## config.mk

```make
export PLATFORM = sky130hd
export DESIGN_NAME = fifo_reader
export DESIGN_NICKNAME = d
export VERILOG_FILES = /design/src/rtl/fifo_reader_pkg.sv /design/src/rtl/fifo_reader_buf.sv /design/src/rtl/fifo_reader.sv
export SDC_FILE = /design/constraint.sdc
export NUM_CORES = 1
export LEC_CHECK = 0
export ABC_AREA = 1
export ABC_CLOCK_PERIOD_IN_PS = 2530
export BUFFER_PORTS_ARGS = -buffer_cell sky130_fd_sc_hd__buf_2
export CAP_MARGIN = 20
export CORE_MARGIN = 4
export CORE_UTILIZATION = 50
export CTS_CLUSTER_SIZE = 25
export DETAILED_ROUTE_END_ITERATION = 7
export PLACE_DENSITY = 0.72
export SLEW_MARGIN = 20
export SYNTH_ARGS = -nofsm -noshare
export SYNTH_HDL_FRONTEND = slang
export SYNTH_SLANG_ARGS = --single-unit
```

## constraint.sdc

```tcl
create_clock -name clk -period 2.53 [get_ports clk]
set_input_delay 0.1265 -clock clk [delete_from_list [all_inputs] [get_ports clk]]
set_output_delay 0.1265 -clock clk [all_outputs]
set_load 0.005 [all_outputs]
```

## src/rtl/fifo_reader_pkg.sv

```systemverilog
// Shared types and constants for the FIFO reader.
// Optional FIFO_READER_PKT_EN adds packet framing (m_last) in the top.
package fifo_reader_pkg;

    typedef enum logic [1:0] {
        IDLE,
        RUN,
        DRAIN
    } state_t;

    localparam int BUF_DEPTH = 3;
    localparam int OCC_W     = 2;
    localparam int CNT_W     = 16;

    function automatic logic [OCC_W-1:0] ptr_inc(input logic [OCC_W-1:0] p);
        return (p == OCC_W'(BUF_DEPTH - 1)) ? '0 : p + 1'b1;
    endfunction

endpackage

```

## src/rtl/fifo_reader_buf.sv

```systemverilog
// Three-entry circular output buffer: push at tail, pop at head.
// Callers never push when full or pop when empty.
module fifo_reader_buf
    import fifo_reader_pkg::*;
#(
    parameter int DATA_W = 8
) (
    input  logic              clk,
    input  logic              rst_n,
    input  logic              push,
    input  logic [DATA_W-1:0] din,
    input  logic              pop,
    output logic [OCC_W-1:0]  occ,
    output logic [DATA_W-1:0] head
);

    logic [DATA_W-1:0] mem [BUF_DEPTH];
    logic [OCC_W-1:0]  wr_ptr;
    logic [OCC_W-1:0]  rd_ptr;

    always_ff @(posedge clk or negedge rst_n) begin
        if (!rst_n) begin
            wr_ptr <= '0;
            rd_ptr <= '0;
            occ    <= '0;
            for (int i = 0; i < BUF_DEPTH; i++) begin
                mem[i] <= '0;
            end
        end else begin
            if (push) begin
                mem[wr_ptr] <= din;
                wr_ptr      <= ptr_inc(wr_ptr);
            end
            if (pop) begin
                rd_ptr <= ptr_inc(rd_ptr);
            end
            case ({push, pop})
                2'b10:   occ <= occ + 1'b1;
                2'b01:   occ <= occ - 1'b1;
                default: occ <= occ;
            endcase
        end
    end

    assign head = mem[rd_ptr];

endmodule

```

## src/rtl/fifo_reader.sv

```systemverilog
// Reads a synchronous FIFO and streams bytes out over valid/ready.
// Define FIFO_READER_PKT_EN to add m_last every PKT_LEN-th byte.
module fifo_reader
    import fifo_reader_pkg::*;
#(
    parameter int DATA_W = 8
`ifdef FIFO_READER_PKT_EN
    ,
    parameter int PKT_LEN = 4
`endif
) (
    input  logic              clk,
    input  logic              rst_n,
    input  logic              enable,
    input  logic              buf_empty,
    input  logic [DATA_W-1:0] buf_out,
    output logic              rd_en,
    output logic [DATA_W-1:0] m_data,
    output logic              m_valid,
    input  logic              m_ready,
    output logic              busy,
`ifdef FIFO_READER_PKT_EN
    output logic              m_last,
`endif
    output logic [CNT_W-1:0]  rd_count
);

    state_t            state;
    state_t            state_n;
    logic              inflight;
    logic              pop;
    logic              rd_en_n;
    logic [OCC_W-1:0]  occ;
    logic [DATA_W-1:0] head;
    logic [2:0]        occ_n;
    logic [2:0]        load;

    fifo_reader_buf #(
        .DATA_W(DATA_W)
    ) u_buf (
        .clk  (clk),
        .rst_n(rst_n),
        .push (inflight),
        .din  (buf_out),
        .pop  (pop),
        .occ  (occ),
        .head (head)
    );

    assign m_valid = (occ != '0);
    assign m_data  = m_valid ? head : '0;
    assign pop     = m_valid & m_ready;
    assign busy    = (state != IDLE);

    always_comb begin
        state_n = state;
        case (state)
            IDLE:    if (enable) state_n = RUN;
            RUN:     if (!enable) state_n = DRAIN;
            DRAIN: begin
                if (enable) begin
                    state_n = RUN;
                end else if (occ == '0 && !inflight) begin
                    state_n = IDLE;
                end
            end
            default: state_n = IDLE;
        endcase
    end

    // Reserve a slot for every byte already requested so the buffer never overflows.
    always_comb begin
        occ_n   = {1'b0, occ} + {2'b0, inflight} - {2'b0, pop};
        load    = occ_n + {2'b0, rd_en};
        rd_en_n = enable & ~buf_empty & (load < 3'(BUF_DEPTH))
                & (state_n == RUN);
    end

    always_ff @(posedge clk or negedge rst_n) begin
        if (!rst_n) begin
            state    <= IDLE;
            rd_en    <= 1'b0;
            inflight <= 1'b0;
            rd_count <= '0;
        end else begin
            state    <= state_n;
            rd_en    <= rd_en_n;
            inflight <= rd_en;
            if (pop) begin
                rd_count <= rd_count + 1'b1;
            end
        end
    end

`ifdef FIFO_READER_PKT_EN
    localparam int PKT_W = (PKT_LEN > 1) ? $clog2(PKT_LEN) : 1;

    logic [PKT_W-1:0] pkt_cnt;

    always_ff @(posedge clk or negedge rst_n) begin
        if (!rst_n) begin
            pkt_cnt <= '0;
        end else if (pop) begin
            pkt_cnt <= (pkt_cnt == PKT_W'(PKT_LEN - 1)) ? '0 : pkt_cnt + 1'b1;
        end
    end

    assign m_last = m_valid & (pkt_cnt == PKT_W'(PKT_LEN - 1));
`endif

endmodule

```

==> impl_results.md <==
* Final GP Congestion at 0.7757
* DR iter-0 viols at 102
* Synth area leaders: dfrtp_1 51%, nand2_1 14%, inv_1 6.1%
* Post-Syn Area at 2472 sq um
* Reg clk slew, reported paths at 0.09 ns
* Critical Path Source Type: flip-flop
* Clock tree buffer depth at 2
* Largest net degree at the start of global routing at 34
* Minimum clock period at 2.308 ns
* Pre-Repair DR Iteration Count at 5
* Top FF cell, synth: dfrtp_1
* Nets@finish at 350
* Internal power at 1.862 mW
* Via density at 4.798
* CTS H-tree depth at 2
* Footprint of the multi-input gates at 1045 sq um
* WHS at 0.04379 ns
* Total grt overflow at 0
* Syn avg cell area at 8.615 sq um
* Core ar. at 4755 sq um
* Synth area leader: dfrtp_1
* Via count at 1919
* Seq pwr share at 43.5%
* Area growth syn-to-layout at 15.64%
* Ant diodes at 0
* Hold Crit Start: enable
* Largest fanout on the critical path at 8
* Max-Cap Viols at 0
* Global-route wire length before repair at 8362 um
* Fin. Hold Viols at 0
* Share of layout cells above drive strength 1 at 21.32%
* Num rows at 25
* Crit path launch: u_buf.occ[0]
* Status: completed
* Reg area at 1251 sq um
* Crit. End Element: flip-flop
* Clock network power share at 15.9%
* Max Clock Freq at 0.4332 GHz
* Initial antenna violation count at 0
* Sw Ratio at 40.23%
* Ports at 40
* Die H at 78.32 um
* WP data arrival at 2.52 ns
* Peak VDD IR at 0.5813 mV
* Routed WL at 4747 um
* Lkg Pwr at 1.556 nW
* Hold WC Path Type: input port to flip-flop
* All-Layer GR Usage at 17.38%
* Pwr per Cell Area at 1090 nW/um^2
* Avg WL per Cell at 11.87 um
* FFs w/ async S/R, synth at 100.0%
* Post-CTS setup buffers at 0
* Most frequent cells in the layout: 89 x nand2_1, 50 x dfrtp_1, 40 x inv_1
* CTS Buf Count at 5
* CTS tree: built
* Final Cycle Share at 91.23%
* P_sw at 1.253 mW
* Clk_skew at 0.009780 ns
* Logic pwr share at 40.6%
* #FFs+latches synth at 50
* CP Data Required Time at 2.74 ns
* Synth cell types at 27
* Clock root buffer: clkbuf_8
* Clk_lat worst skew at 0.31 ns
* Setup TNS at 0 ns
* Final Setup Violations at 0
* Setup ws final at 0.2218 ns
* Syn. warnings at 0
* Synth Instances at 287
* Worst slack at placement at 0.1661 ns
* Die Area at 6134 sq um
* DP HPWL at 3448 um
* Vias in the first global route at 1802
* WS Path Type: flip-flop to flip-flop
* Starting density of the core at 52.00%
* Leading cell type in the layout, fill and taps excluded: nand2_1
* Core Util, Final at 60.13%
* # port buffers at 39
* Worst slew pin tran at 0.5498 ns
* R2r startpoint: u_buf.occ[0]
* FILL cells at 483
* RSZ-0062 raised after global routing: no
* DR DRC count at 0
* Clk sinks at 50
* ANT nets after route at 0
* Max-Slew Margin vs Limit at 63.21%
* Syn Nets at 305
* Post-synth EDFFs at 0
* Post-synth top area share at 50.61%
* Max-slew violation count at 0
* Chip width at 78.32 um
* Sequential-to-total area share from yosys stat at 50.61%
[critical path, stage by stage (launching register included)]
cell	delay, ns
dfrtp_1	0.46
nor2_4	0.16
nor2_8	0.07
ha_1	0.33
fa_1	0.37
inv_1	0.07
fa_1	0.40
inv_1	0.06
nor2_1	0.03
nor4_1	0.25
[per-stage QoR]
stage / total power, mW / instances / area (sq um)
after global routing: 3.412 / 400 / 2859
after CTS: 3.154 / 400 / 2854
after detailed placement: 2.644 / 390 / 2739
after global placement: 2.598 / 390 / 2739
after floorplan: 2.231 / 287 / 2472
final: 3.115 / 400 / 2859
[power groups by stage]
stage          clock [mW]  combinational [mW]  sequential, mW
2_1_floorplan           0               0.906            1.32
3_3_place_gp            0                1.25            1.35
3_5_place_dp            0                1.28            1.36
4_1_cts             0.515                1.29            1.35
5_1_grt             0.549                1.46            1.40
6_report            0.495                1.27            1.36
[what timing repair did]
item / 4_1_cts / 5_1_grt
gates resized for setup: 0 / 1
endpoints found under the hold margin: 18 / 0
hold buffers: 2 / 0
endpoints found under the setup margin: 0 / 1
[cell families (layout without fill, tap and decap cells)]
kind of cell	Yosys count	count (layout)	share of synthesized area (%)
adder cells (fa/ha/maj)	5	5	3.138
AND/OR/NAND/NOR	141	141	27.73
buffers and inverters	47	93	7.338
flip-flops	50	50	50.61
XOR/XNOR	13	13	4.909
AO/OA/AOI/OAI	31	31	6.275
[registers in the layout (all words and copies together) (netlist names)]
name	count
rd_count	16
u_buf.rd_ptr	2
inflight	1
state	2
rd_en	1
u_buf.mem	24
u_buf.wr_ptr	2
u_buf.occ	2
[final cells by class]
cell class,count,share of cell area [%]
Sequential cell,50,43.76
Timing Repair Buffer,42,7.790
Multi-Input combinational cell,190,36.54
Clock buffer,6,2.888
Tap cell,67,2.932
Clock inverter,2,0.4376
Inverter,43,5.646
[routing by layer]
| metal | track usage [%] | part of all wire [%] | wire (um) | vias to the layer above |
|---|---|---|---|---|
| li1 | - | - | - | 984 |
| met1 | 23.82 | 47 | 2234 | 886 |
| met2 | 26.88 | 47 | 2217 | 41 |
| met3 | 4.358 | 5.0 | 237 | 8 |
| met4 | 6.119 | 1.2 | 58 | 0 |
| met5 | 0 | 0 | 0 | - |
[cell usage after synthesis (2+ instances only)]
cell      number
dfrtp_1       50
nor2_2         6
xnor2_1        4
nand2_1       89
buf_2          4
ha_1           3
xor2_1         8
nand2_2        2
nor2_8         2
nand3b_1       2
nand3_2        5
fa_1           2
nor3_1         3
nor2_1         9
nand3_1       14
o21ai_0        9
inv_2          3
nand4_1        4
inv_1         40
o21ai_1       21
[final timing paths]
path                                      end  cells past startpoint  slack, ns
worst max register to register          rd_en                      9       0.22
max in group asynchronous         rd_count[0]                      3       1.50
worst min register to register       inflight                      0       0.40
min in group asynchronous       u_buf.mem[18]                      2       0.27
worst max-delay path                    rd_en                      9       0.22
worst min-delay path                 state[0]                      3       0.04
No activity file was read; power rests on OpenSTA's default activity.
